## src/rtl/uart_pkg.sv

```systemverilog
// uart_pkg: shared state type and constants for the 8N1 serial transmitter
package uart_pkg;
    typedef enum logic [1:0] {IDLE, START, DATA, STOP} uart_state_t;
    localparam int DATA_BITS = 8;
    localparam logic [23:0] DEFAULT_CLOCKS_PER_BAUD = 24'd139;
endpackage

```

## src/rtl/uart_baud_tick.sv

```systemverilog
// uart_baud_tick: 24-bit down-counter giving a one-cycle tick every CLOCKS_PER_BAUD enabled cycles
module uart_baud_tick #(
    parameter logic [23:0] CLOCKS_PER_BAUD = 24'd139
) (
    input  logic i_clk,
    input  logic i_reset_n,
    input  logic i_restart,
    input  logic i_enable,
    output logic o_tick
);
    localparam logic [23:0] RELOAD = CLOCKS_PER_BAUD - 24'd1;
    logic [23:0] r_cnt;
    assign o_tick = i_enable && (r_cnt == 24'd0);
    // Restart or a bit boundary reloads a full period; otherwise count down while enabled
    always_ff @(posedge i_clk or negedge i_reset_n)
        if (!i_reset_n) r_cnt <= 24'd0;
        else if (i_restart || o_tick) r_cnt <= RELOAD;
        else if (i_enable) r_cnt <= r_cnt - 24'd1;
endmodule

```

## src/rtl/uart_tx_8n1.sv

```systemverilog
// uart_tx_8n1: byte-wide 8N1 serial transmitter, LSB first, registered line and busy outputs
module uart_tx_8n1
    import uart_pkg::*;
#(
    parameter logic [23:0] CLOCKS_PER_BAUD = DEFAULT_CLOCKS_PER_BAUD
) (
    input  logic       i_clk,
    input  logic       i_reset_n,
    input  logic       i_wr,
    input  logic [7:0] i_data,
    output logic       o_busy,
    output logic       o_uart_tx
);
    uart_state_t r_state, w_state;
    logic [2:0] r_idx, w_idx;
    logic [7:0] r_shift, w_shift;
    logic r_tx, w_tx, r_busy, w_busy;
    logic w_accept, w_tick;

    assign w_accept = i_wr && !r_busy;
    assign o_busy = r_busy;
    assign o_uart_tx = r_tx;

    uart_baud_tick #(.CLOCKS_PER_BAUD(CLOCKS_PER_BAUD)) u_tick (
        .i_clk(i_clk),
        .i_reset_n(i_reset_n),
        .i_restart(w_accept),
        .i_enable(r_state != IDLE),
        .o_tick(w_tick)
    );

    // Next frame state: the shift register drains toward bit 0 so the line always takes r_shift[0]
    always_comb begin
        w_state = r_state;
        w_idx = r_idx;
        w_shift = r_shift;
        w_tx = r_tx;
        w_busy = r_busy;
        case (r_state)
            IDLE: if (w_accept) begin
                w_state = START;
                w_shift = i_data;
                w_tx = 1'b0;
                w_busy = 1'b1;
            end
            START: if (w_tick) begin
                w_state = DATA;
                w_idx = 3'd0;
                w_tx = r_shift[0];
                w_shift = {1'b1, r_shift[7:1]};
            end
            DATA: if (w_tick) begin
                if (r_idx == 3'(DATA_BITS - 1)) begin
                    w_state = STOP;
                    w_tx = 1'b1;
                end else begin
                    w_idx = r_idx + 3'd1;
                    w_tx = r_shift[0];
                    w_shift = {1'b1, r_shift[7:1]};
                end
            end
            STOP: if (w_tick) begin
                w_state = IDLE;
                w_busy = 1'b0;
            end
        endcase
    end

    // State register; reset aborts any frame and returns the line high at once
    always_ff @(posedge i_clk or negedge i_reset_n)
        if (!i_reset_n) begin
            r_state <= IDLE;
            r_idx <= 3'd0;
            r_shift <= 8'hFF;
            r_tx <= 1'b1;
            r_busy <= 1'b0;
        end else begin
            r_state <= w_state;
            r_idx <= w_idx;
            r_shift <= w_shift;
            r_tx <= w_tx;
            r_busy <= w_busy;
        end
endmodule

```

## config.mk

```make
export PLATFORM = sky130hd
export DESIGN_NAME = uart_tx_8n1
export DESIGN_NICKNAME = d
export VERILOG_FILES = /design/src/rtl/uart_pkg.sv /design/src/rtl/uart_baud_tick.sv /design/src/rtl/uart_tx_8n1.sv
export SDC_FILE = /design/constraint.sdc
export NUM_CORES = 1
export LEC_CHECK = 0
export ABC_AREA = 1
export BUFFER_PORTS_ARGS = -buffer_cell sky130_fd_sc_hd__buf_2
export CELL_PAD_IN_SITES_DETAIL_PLACEMENT = 1
export CELL_PAD_IN_SITES_GLOBAL_PLACEMENT = 1
export CORE_MARGIN = 2
export CORE_UTILIZATION = 42
export CTS_BUF_LIST = sky130_fd_sc_hd__clkbuf_8
export DETAILED_ROUTE_END_ITERATION = 16
export GPL_TIMING_DRIVEN = 0
export PLACE_DENSITY_LB_ADDON = 0.2
export SYNTH_ARGS = -nofsm -noshare
export SYNTH_HDL_FRONTEND = slang
export SYNTH_HIERARCHICAL = 1
export SYNTH_SLANG_ARGS = --single-unit
```

## constraint.sdc

```tcl
create_clock -name i_clk -period 2.5 [get_ports i_clk]
set_clock_uncertainty 0.05 [all_clocks]
set_input_delay 0.5 -clock i_clk [delete_from_list [all_inputs] [get_ports i_clk]]
set_output_delay 0.5 -clock i_clk [all_outputs]
set_load 0.005 [all_outputs]
```

==> results.sh <==
export IMPL_clock_insertion_delay_worst_skew_ns=0.29
export IMPL_asyncSetResetFlopFracSynth=1.00
export IMPL_place_congestion=0.810
export IMPL_syn_avg_cell_area_um2=7.26
export IMPL_post_synth_top_area_fraction=0.295
export IMPL_comb_power_share=0.569
export IMPL_initial_core_util=0.433
export IMPL_groute_usage_overall=0.211
export IMPL_first_global_vias=2382
export IMPL_port_buffer_count=12
export IMPL_crit_path_max_incr_delay_ns=0.44
export IMPL_clock_root_buffer="clkbuf_8"
export IMPL_power_per_cell_area_mw_per_mm2=1480
export IMPL_grt_setup_unrepaired="false"
export IMPL_synthDistinctLibCells=31
export IMPL_standard_cell_row_count=28
export IMPL_crit_slowest_cell="dfrtp_1"
export IMPL_synth_most_common_cell="nand2_1"
export IMPL_timing_max_slew_rel_slack=0.397
export IMPL_floorplan_die_width_um=81.9
export IMPL_path_cells="inv_1 > ha_1 > inv_1 > buf_4 > nand4_1 > nor4_4 > buf_4 > nor2_2 > nor2_4 > nand3_1 > nand2_1"
export IMPL_power_sequential_fraction=0.283
export IMPL_synth_largest_area_cell="dfrtp_1"
export IMPL_hpwl_um=4710
export IMPL_overflow=0
export IMPL_cts_tree="yes"
export IMPL_count_of_synthesis_stage_warnings_from_yosys=6
export IMPL_power_switching_mw=2.06
export IMPL_post_synth_main_area_contributors="dfrtp_1, nand2_1, dfstp_2, nor2_1, inv_1"
export IMPL_clock_sinks=39
export IMPL_grt_max_degree=40
export IMPL_cts_path_max_buffers=2
export IMPL_drcViolationCount=0
export IMPL_worstMarginPinSlew_ns=0.904
export IMPL_wl_per_cell_um=13.9
export IMPL_final_setup_viol_count=0
export IMPL_power_leakage_nw=1.48
export IMPL_fill_cells=774
export IMPL_timing_fmax_mhz=445
export IMPL_crit_path_max_fanout=17
export IMPL_timing_final_crit_period_ns=2.25
export IMPL_postSynthCellCount=351
export IMPL_drt_antenna_violating_nets=0
export IMPL_final_cell_count_no_fill=446
export IMPL_setup_ws_ns=0.254
export IMPL_boundaryPins=13
export IMPL_htree_num_levels=2
export IMPL_grt_antenna_before_repair=0
export IMPL_via_density_per_instance=4.95
export IMPL_nets=391
export IMPL_critPathBufInv=4
export IMPL_number_of_flops_mapped_to_enable_cells_by_yosys=0
export IMPL_final_hold_violation_count=0
export IMPL_routed_via_count=2206
export IMPL_p_int_mw=2.17
export IMPL_design_core_area_mm2=0.00589
export IMPL_r2r_start="r_state[0]"
export IMPL_timing_setup_critical_path_class="reg2reg"
export IMPL_antenna_diode_count=0
export IMPL_vertical_extent_of_the_die_um=81.9
export IMPL_netlist_top_cells_count="nand2_1, nor2_1, inv_1"
export IMPL_startpoint_type="register"
export IMPL_timing_max_transition_violations_final=0
export IMPL_synth_ff_latch_count=39
export IMPL_crit_family="simple AND/OR/NAND/NOR gates"
export IMPL_maxCapViolations=0
export IMPL_post_synth_instance_area_mm2=0.00255
export IMPL_cts_buffers_inserted=5
export IMPL_hold_path_class="in2async"
export IMPL_dominantRegCellSynth="dfrtp_1"
export IMPL_crit_required_ns=2.69
export IMPL_initialDrtViolationCount=86
export IMPL_vdd_ir_drop_worst_mv=0.589
export IMPL_critical_path_endpoint_type="register"
export IMPL_place_ws_ns=-0.520
export IMPL_grt_pass1_wl_um=10900
export IMPL_synthToLayoutAreaGrowth_pct=12.1
export IMPL_cp_data_arrival_time_ns=2.44
export IMPL_synth_yosys_seq_area_share=0.388
export IMPL_post_place_cells=438
export IMPL_post_route_cells_drive_above_1_share=0.194
export IMPL_clkSlewWorstSetupHoldPaths_ns=0.08
export IMPL_power_mw=4.23
export IMPL_period_share=0.898
export IMPL_first_pass_iters=5
export IMPL_finalWirelength_um=6180
export IMPL_die_area_mm2=0.00670
export IMPL_startpoint="r_state[0]"
export IMPL_synth_fp_nets=372
export IMPL_postCtsHoldBufs=0
export IMPL_result_of_the_run="completed"
export IMPL_clockPowerShare=0.147
export IMPL_p_sw_frac=0.488
-- final cells by class --
| class | count | area, um2 | area share |
|---|---|---|---|
| multi-input combinational | 264 | 1370 | 0.481 |
| sequential | 39 | 987 | 0.346 |
| inverter | 43 | 164 | 0.0574 |
| tap | 75 | 93.8 | 0.0329 |
| clock buffer | 5 | 68.8 | 0.0241 |
| timing repair buffer | 13 | 67.6 | 0.0237 |
| clock inverter | 3 | 63.8 | 0.0223 |
| buffer | 4 | 37.5 | 0.0131 |
-- routing by layer --
| layer | GRT usage | wire length, um | vias to the layer above |
|---|---|---|---|
| li1 | - | - | 1125 |
| met1 | 0.241 | 2740 | 1057 |
| met2 | 0.402 | 3250 | 18 |
| met3 | 0.0330 | 117 | 6 |
| met4 | 0.0633 | 74 | 0 |
| met5 | 0 | 0 | - |
-- cell usage in the layout, fill, tap and decap left out, types with 2 or more instances in the layout --
| master | Yosys | layout |
|---|---|---|
| or2_1 | 2 | 2 |
| nand2_1 | 98 | 98 |
| inv_1 | 39 | 40 |
| or2_2 | 3 | 3 |
| dfrtp_1 | 30 | 30 |
| nor3_1 | 8 | 8 |
| xor2_1 | 5 | 5 |
| a21oi_1 | 5 | 5 |
| nand3_1 | 23 | 23 |
| dfstp_2 | 9 | 9 |
| nand2_2 | 9 | 9 |
| nor2_1 | 57 | 57 |
| xnor2_1 | 3 | 3 |
| nand2_4 | 3 | 3 |
| clkbuf_8 | 0 | 5 |
| inv_2 | 3 | 3 |
| o21ai_1 | 3 | 3 |
| nand4_1 | 9 | 9 |
| nor2_2 | 10 | 10 |
| buf_4 | 2 | 3 |
| nor2_4 | 5 | 5 |
| nand3_2 | 2 | 2 |
| buf_2 | 1 | 12 |
| bufinv_16 | 0 | 2 |
| ha_1 | 10 | 10 |
| o21ai_0 | 4 | 3 |
| buf_6 | 2 | 2 |
-- state kept, by name, summed over array words and instances (netlist names) --
register / cells
u_tick/r_cnt: 24
o_busy: 1
r_idx: 3
o_uart_tx: 1
r_state: 2
r_shift: 8
-- metrics by stage --
step | hold slack (ns) | util | setup TNS [ns] | cell area, um2
after detailed placement | 0.407 | 0.459 | -6.01 | 2700
after global placement | 0.401 | 0.459 | -5.67 | 2700
after floorplan | 0.154 | - | 0 | 2550
after global routing | 0.364 | 0.485 | 0 | 2860
after CTS | 0.322 | 0.485 | 0 | 2860
final | 0.284 | 0.485 | 0 | 2860
-- cells by family after synthesis --
family | synth area share
and+or+nand+nor | 0.425
buffers and inverters | 0.0810
DFF | 0.388
AOI/OAI and AO/OA | 0.0295
adders and majority gates | 0.0491
xor gates and xnor gates | 0.0275
-- power groups by stage --
| stage | clock network [mW] | logic, mW | registers, mW |
|---|---|---|---|
| final | 0.624 | 2.41 | 1.20 |
| after global routing | 0.663 | 2.80 | 1.24 |
| after CTS | 0.647 | 2.46 | 1.20 |
| after detailed placement | 0 | 2.41 | 1.21 |
| after global placement | 0 | 2.32 | 1.20 |
| after floorplan | 0 | 1.87 | 1.15 |
-- what timing repair did --
item                                    in CTS  in global routing
gates cloned                                 0                  0
resized for setup                            2                  2
setup buffers                                1                  0
pin swaps                                    1                  0
endpoints found under the setup margin      15                 13
hold endpoints to repair                     0                  0
-- path summary, 6_finish.rpt --
kind	end	slack, ns	depth (start not counted)
worst max register to register	r_shift[7]	0.25	11
worst max-delay path	r_shift[7]	0.25	11
min in group i_clk	r_shift[1]	0.42	2
worst min register to register	r_shift[1]	0.42	2
max in group asynchronous	u_tick/r_cnt[21]	1.56	1
worst min-delay path	u_tick/r_cnt[15]	0.28	1
Power figures use the tool's default switching activity.
